$ cat src/rtl/npc_lsu_pkg.sv
// Shared definitions for the npc load/store unit: MemOp encodings, FSM states
// and request-legality helpers.
package npc_lsu_pkg;

    localparam logic [2:0] MEMOP_B  = 3'b000;
    localparam logic [2:0] MEMOP_H  = 3'b001;
    localparam logic [2:0] MEMOP_W  = 3'b010;
    localparam logic [2:0] MEMOP_BU = 3'b100;
    localparam logic [2:0] MEMOP_HU = 3'b101;

    typedef enum logic [1:0] {
        IDLE = 2'd0,
        REQ  = 2'd1,
        WAIT = 2'd2,
        DONE = 2'd3
    } lsu_state_t;

    function automatic logic memop_legal(input logic wen, input logic [2:0] memop);
        if (wen)
            return (memop == MEMOP_B) || (memop == MEMOP_H) || (memop == MEMOP_W);
        return (memop == MEMOP_B) || (memop == MEMOP_H) || (memop == MEMOP_W) ||
               (memop == MEMOP_BU) || (memop == MEMOP_HU);
    endfunction

    function automatic logic is_misaligned(input logic [2:0] memop, input logic [1:0] off);
        case (memop)
            MEMOP_H, MEMOP_HU: return off[0];
            MEMOP_W:           return off != 2'b00;
            default:           return 1'b0;
        endcase
    endfunction

endpackage

$ cat src/rtl/npc_lsu_align.sv
// Byte-lane logic for the LSU: store strobes and lane shift, load extract and
// sign/zero extension. Purely combinational.
module npc_lsu_align import npc_lsu_pkg::*; (
    input  logic [2:0]  memop,
    input  logic [1:0]  off,
    input  logic [31:0] wdata,
    input  logic [31:0] rdata,
    output logic [3:0]  wstrb,
    output logic [31:0] lane_wdata,
    output logic [31:0] load_data
);

    logic [1:0]  eff_off;
    logic [4:0]  shamt;
    logic [31:0] rshift;

    always_comb begin
        // NOTE: every output gets a default first so no path leaves one unassigned (no latch).
        eff_off    = off;
        wstrb      = 4'b0000;
        load_data  = 32'h0;

        // Misaligned halves/words are force-aligned; in the trap build they never get here.
        case (memop)
            MEMOP_H, MEMOP_HU: eff_off = {off[1], 1'b0};
            MEMOP_W:           eff_off = 2'b00;
            default:           eff_off = off;
        endcase

        shamt      = {eff_off, 3'b000};
        lane_wdata = wdata << shamt;
        rshift     = rdata >> shamt;

        case (memop)
            MEMOP_B: begin
                wstrb     = 4'b0001 << eff_off;
                load_data = {{24{rshift[7]}}, rshift[7:0]};
            end
            MEMOP_BU: begin
                wstrb     = 4'b0001 << eff_off;
                load_data = {24'h0, rshift[7:0]};
            end
            MEMOP_H: begin
                wstrb     = 4'b0011 << eff_off;
                load_data = {{16{rshift[15]}}, rshift[15:0]};
            end
            MEMOP_HU: begin
                wstrb     = 4'b0011 << eff_off;
                load_data = {16'h0, rshift[15:0]};
            end
            MEMOP_W: begin
                wstrb     = 4'b1111;
                load_data = rshift;
            end
            default: begin
                wstrb     = 4'b0000;
                load_data = 32'h0;
            end
        endcase
    end

endmodule

$ cat src/rtl/npc_lsu.sv
// Multi-cycle load/store unit: execute-side request -> aligned bus transaction -> writeback.
// Optional macro LSU_MISALIGN_TRAP_EN traps misaligned accesses instead of force-aligning them.
module npc_lsu import npc_lsu_pkg::*; #(
    parameter int AW = 32,
    parameter int DW = 32
) (
    input  logic          clk,
    input  logic          rst_n,
    input  logic          req_valid,
    output logic          req_ready,
    input  logic          req_wen,
    input  logic [AW-1:0] req_addr,
    input  logic [2:0]    req_memop,
    input  logic [DW-1:0] req_wdata,
    output logic          mem_req_valid,
    input  logic          mem_req_ready,
    output logic          mem_req_wen,
    output logic [AW-1:0] mem_req_addr,
    output logic [DW-1:0] mem_req_wdata,
    output logic [3:0]    mem_req_wstrb,
    input  logic          mem_rsp_valid,
    input  logic [DW-1:0] mem_rsp_rdata,
    input  logic          mem_rsp_err,
    output logic          rsp_valid,
    input  logic          rsp_ready,
    output logic [DW-1:0] rsp_rdata,
    output logic          rsp_err,
    output logic          rsp_misalign
);

    lsu_state_t    state;
    logic          lat_wen;
    logic [AW-1:0] lat_addr;
    logic [2:0]    lat_memop;
    logic [DW-1:0] lat_wdata;
    logic [DW-1:0] rdata_q;
    logic          err_q;
    logic [3:0]    strb;
    logic [DW-1:0] lane_wdata;
    logic [DW-1:0] load_data;

    npc_lsu_align u_align (
        .memop      (lat_memop),
        .off        (lat_addr[1:0]),
        .wdata      (lat_wdata),
        .rdata      (mem_rsp_rdata),
        .wstrb      (strb),
        .lane_wdata (lane_wdata),
        .load_data  (load_data)
    );

`ifdef LSU_MISALIGN_TRAP_EN
    logic mis_q;
    assign rsp_misalign = mis_q;
`else
    assign rsp_misalign = 1'b0;
`endif

    always_ff @(posedge clk) begin
        // NOTE: non-blocking assignments so every register samples pre-edge values.
        if (!rst_n) begin
            state     <= IDLE;
            lat_wen   <= 1'b0;
            lat_addr  <= '0;
            lat_memop <= 3'b000;
            lat_wdata <= '0;
            rdata_q   <= '0;
            err_q     <= 1'b0;
`ifdef LSU_MISALIGN_TRAP_EN
            mis_q     <= 1'b0;
`endif
        end else begin
            case (state)
                IDLE: if (req_valid) begin
                    lat_wen   <= req_wen;
                    lat_addr  <= req_addr;
                    lat_memop <= req_memop;
                    lat_wdata <= req_wdata;
                    rdata_q   <= '0;
                    err_q     <= 1'b0;
`ifdef LSU_MISALIGN_TRAP_EN
                    mis_q     <= 1'b0;
`endif
                    if (!memop_legal(req_wen, req_memop)) begin
                        err_q <= 1'b1;
                        state <= DONE;
                    end
`ifdef LSU_MISALIGN_TRAP_EN
                    else if (is_misaligned(req_memop, req_addr[1:0])) begin
                        err_q <= 1'b1;
                        mis_q <= 1'b1;
                        state <= DONE;
                    end
`endif
                    else begin
                        state <= REQ;
                    end
                end
                REQ: if (mem_req_ready) state <= WAIT;
                // Stores complete on the write ack and return zero data.
                WAIT: if (mem_rsp_valid) begin
                    rdata_q <= lat_wen ? '0 : load_data;
                    err_q   <= mem_rsp_err;
                    state   <= DONE;
                end
                DONE: if (rsp_ready) state <= IDLE;
                default: state <= IDLE;
            endcase
        end
    end

    assign req_ready     = (state == IDLE);
    assign mem_req_valid = (state == REQ);
    assign mem_req_wen   = lat_wen;
    assign mem_req_addr  = {lat_addr[AW-1:2], 2'b00};
    assign mem_req_wdata = lane_wdata;
    assign mem_req_wstrb = lat_wen ? strb : 4'b0000;
    assign rsp_valid     = (state == DONE);
    assign rsp_rdata     = rdata_q;
    assign rsp_err       = err_q;

endmodule

$ cat config.mk
export PLATFORM = sky130hd
export DESIGN_NAME = npc_lsu
export DESIGN_NICKNAME = d
export VERILOG_FILES = /design/src/rtl/npc_lsu_pkg.sv /design/src/rtl/npc_lsu_align.sv /design/src/rtl/npc_lsu.sv
export SDC_FILE = /design/constraint.sdc
export NUM_CORES = 1
export LEC_CHECK = 0
export ABC_AREA = 1
export CAP_MARGIN = 20
export CORE_MARGIN = 2
export CORE_UTILIZATION = 40
export CTS_CLUSTER_SIZE = 25
export DETAILED_ROUTE_END_ITERATION = 7
export GPL_ROUTABILITY_DRIVEN = 0
export HOLD_SLACK_MARGIN = 0.03
export PLACE_DENSITY = 0.85
export SETUP_SLACK_MARGIN = 0.05
export SYNTH_ARGS = -nofsm -noshare
export SYNTH_HDL_FRONTEND = slang
export SYNTH_SLANG_ARGS = --single-unit
export TNS_END_PERCENT = 30
$ cat constraint.sdc
create_clock -name clk -period 1.5 [get_ports clk]
set_input_delay 0.3 -clock clk [delete_from_list [all_inputs] [get_ports clk]]
set_output_delay 0.3 -clock clk [all_outputs]
set_load 0.05 [all_outputs]
==> impl_metrics.json <==
{
  "status": "finished with violations",
  "violations": "negative setup slack",
  "cts_tree": "built",
  "ir_drop_mv": 1.356,
  "post_synth_main_area_contributors": "dfxtp_1 38%, o21ai_0 9.0%, nand2_1 8.8%",
  "grt_max_degree": 50,
  "dieArea_um2": 14430,
  "ys.flop_type": "dfxtp_1",
  "start_kind": "flop",
  "drive_gt1_frac": 0.3596,
  "fin_ws_ns": -0.5959,
  "cp_cell_sequence": "nor2_4 > nand2_4 > buf_4 > nand2_8 > buf_12 > o21ai_1 > a21oi_1 > buf_4 > a21oi_4 > buf_12",
  "clkTransAtPathRegs_ns": 0.07,
  "drc_errors": 0,
  "powerDensity_nw_per_um2": 1954,
  "routedWlPerCell_um": 16.49,
  "ant_nets": 0,
  "numCtsBuffers": 9,
  "synth_seq_cells": 103,
  "avgSynthCellArea_um2": 7.080,
  "synth.largest_area_cell": "dfxtp_1",
  "vias": 6004,
  "cp.required_ns": 1.20,
  "crit_type": "reg -> out",
  "worstPathMaxFanout": 8,
  "holdPathStages": 3,
  "path_delay_family": "buffers and inverters",
  "hold_path_end": "lat_memop[0]",
  "finalSetupViolCount": 68,
  "root_buffer": "clkbuf_16",
  "wl_um": 19050,
  "syn_area_um2": 5395,
  "dr.pass1.iters": 5,
  "synthCells": 762,
  "cts.sinks": 103,
  "reg2reg_depth": 12,
  "critPathSlowestCell": "dfxtp_4",
  "worstHoldPathType": "in -> reg",
  "slew_viol_final": 0,
  "area_delta_synth_final_pct": 84.28,
  "grt_util_all_layers": 0.2599,
  "fin_hold_ws_ns": 0.2799,
  "num_io_pins": 213,
  "h-tree-depth": 3,
  "hold_start": "rst_n",
  "rows": 42,
  "skew_ns": 0.008598,
  "synth_edf_count": 0,
  "min_period_over_period": 1.397,
  "clk_latency_ns": 0.36,
  "post-route-util": 0.7537,
  "endpoint_kind": "primary output",
  "cp_slowest_stage_delay_ns": 0.37,
  "drtIter0Drc": 384,
  "r2r-start": "lat_memop[0]",
  "grt_pass1_vias": 5967,
  "p_leak_nw": 3.980,
  "ys_warn_count": 0,
  "coreArea_um2": 13190,
  "drv_cap": 0,
  "viasPerCell": 5.198,
  "synth.most_common_cell": "nand2_1",
  "finalHoldViolations": 0,
  "synthTopCellsByCount": "126 x nand2_1, 117 x nor2_1, 103 x dfxtp_1",
  "grt_antenna_before_repair": 0,
  "reg2reg_to": "rsp_rdata[21]",
  "cts_buffer_depth": 2,
  "dp_hpwl_um": 13520,
  "synth-seq-area-share": 0.3822,
  "dieHeight_um": 120.1,
  "synthArstFlopShare": 0,
  "synthDistinctLibCells": 30,
  "final_net_count": 1085,
  "portBuffers": 209,
  "grt_setup_unrepaired": "true",
  "total_power_mw": 19.43,
  "crit_buf_inv": 4,
  "overflow": 0,
  "period_needed_ns": 2.096,
  "final_cells": 1155,
  "diodes": 0,
  "pre_cts_slack_ns": -0.3230,
  "grt_pass1_wl_um": 29590,
  "dp.cells": 1126,
  "crit_arrival_ns": 1.80,
  "synth_top_area_share": 0.3822,
  "max_freq_ghz": 0.4771,
  "die_w_um": 120.1,
  "start_util": 0.4090,
  "reg2reg_slack_ns": -0.42
}
## how the worst max path moves through the flow
stage,startpoint,to,slack [ns],depth (start not counted)
floorplan,lat_memop[0],mem_req_wdata[2],-0.38,8
finish,lat_memop[0],mem_req_wdata[29],-0.60,10
global placement,lat_memop[0],mem_req_wdata[23],-0.28,9
CTS,lat_memop[0],mem_req_wdata[25],-0.62,9
detailed placement,lat_memop[0],mem_req_wdata[23],-0.32,9
global route,lat_memop[0],mem_req_wdata[29],-0.65,10
## worst register-to-register path: stages, from the launching register on
cell and delay [ns]:
dfxtp_4 0.37, nor2_4 0.12, nand2_4 0.07, buf_4 0.16, nand2_8 0.10, inv_12 0.07, buf_4 0.14, buf_4 0.15
nand2_4 0.07, nand3_4 0.24, nand3_2 0.17, nand2_2 0.06, a21oi_2 0.14
## registers in the layout (all words and copies together), names as in the netlist
| register | cells |
|---|---|
| lat_addr | 32 |
| lat_memop | 3 |
| lat_wdata | 32 |
| mem_req_wen | 1 |
| rsp_err | 1 |
| rsp_rdata | 32 |
| state | 2 |
## routing by layer
layer / GRT usage / wire length [µm] / vias up / part of all wire
met5: 0 / 0 / - / 0
met2: 0.4592 / 9675 / 266 / 0.51
met3: 0.06131 / 1151 / 62 / 0.060
met1: 0.2883 / 7321 / 2786 / 0.38
li1: - / - / 2890 / -
met4: 0.1360 / 897 / 0 / 0.047
## cells by family (layout without fill, tap and decap cells)
| kind of cell | after synthesis | count (layout) | share of synthesized area |
|---|---|---|---|
| compound gates | 219 | 219 | 0.2236 |
| other cells | 1 | 3 | 0.0006951 |
| fa+ha+maj | 4 | 4 | 0.009277 |
| buf+inv | 126 | 341 | 0.1234 |
| flops | 103 | 103 | 0.3822 |
| simple gates | 309 | 309 | 0.2609 |
## what timing repair did
| action | 4_1_cts | 5_1_grt |
|---|---|---|
| setup endpoints to repair | 107 | 97 |
| gates cloned | 1 | 1 |
| pin swaps | 24 | 7 |
| gates resized for setup | 78 | 38 |
| hold endpoints to repair | 0 | 0 |
| hold buffers | 0 | 0 |
| buffers inserted | 8 | 3 |
## area by class of cell
class | count | area, µm²
multi-input cells | 535 | 3336
flip-flops and latches | 103 | 2076
well taps | 176 | 220.2
fillers | 842 | 3248
inverters | 39 | 166.4
repair buffers | 286 | 3795
clock buffers | 11 | 264.0
clock inverters | 5 | 85.08
## report_power, final
part           internal, mW  total, mW  switching (mW)  leakage (nW)
clock                  1.62       2.72            1.09         0.168
combinational          5.54       12.8            7.21          2.96
sequential             3.36       3.96           0.594         0.848
total                  10.5       19.4            8.90          3.98
## cells in the final DEF, fill, tap and decap left out, types with 5 or more instances in the layout
master	n
o21ai_1	31
inv_1	32
a21oi_4	12
nor2_1	103
nand3_1	10
o211ai_1	8
o21ai_4	12
buf_12	97
nand2_1	121
a21oi_1	35
buf_6	27
nand3_4	5
nand2_4	6
clkdlybuf4s50_1	105
buf_4	51
o21ai_0	73
a21oi_2	28
o21ai_2	15
nor2_4	14
dfxtp_1	98
nand2_2	12
clkbuf_16	11
nand3_2	28
## metrics by stage
step | setup TNS (ns) | cell area, µm²
after floorplan | -17.25 | 5896
after global placement | -14.59 | 9057
after detailed placement | -18.33 | 9057
after CTS | -29.43 | 9793
after global routing | -34.02 | 9942
final | -28.78 | 9942
No activity file was read; power rests on OpenSTA's default activity.
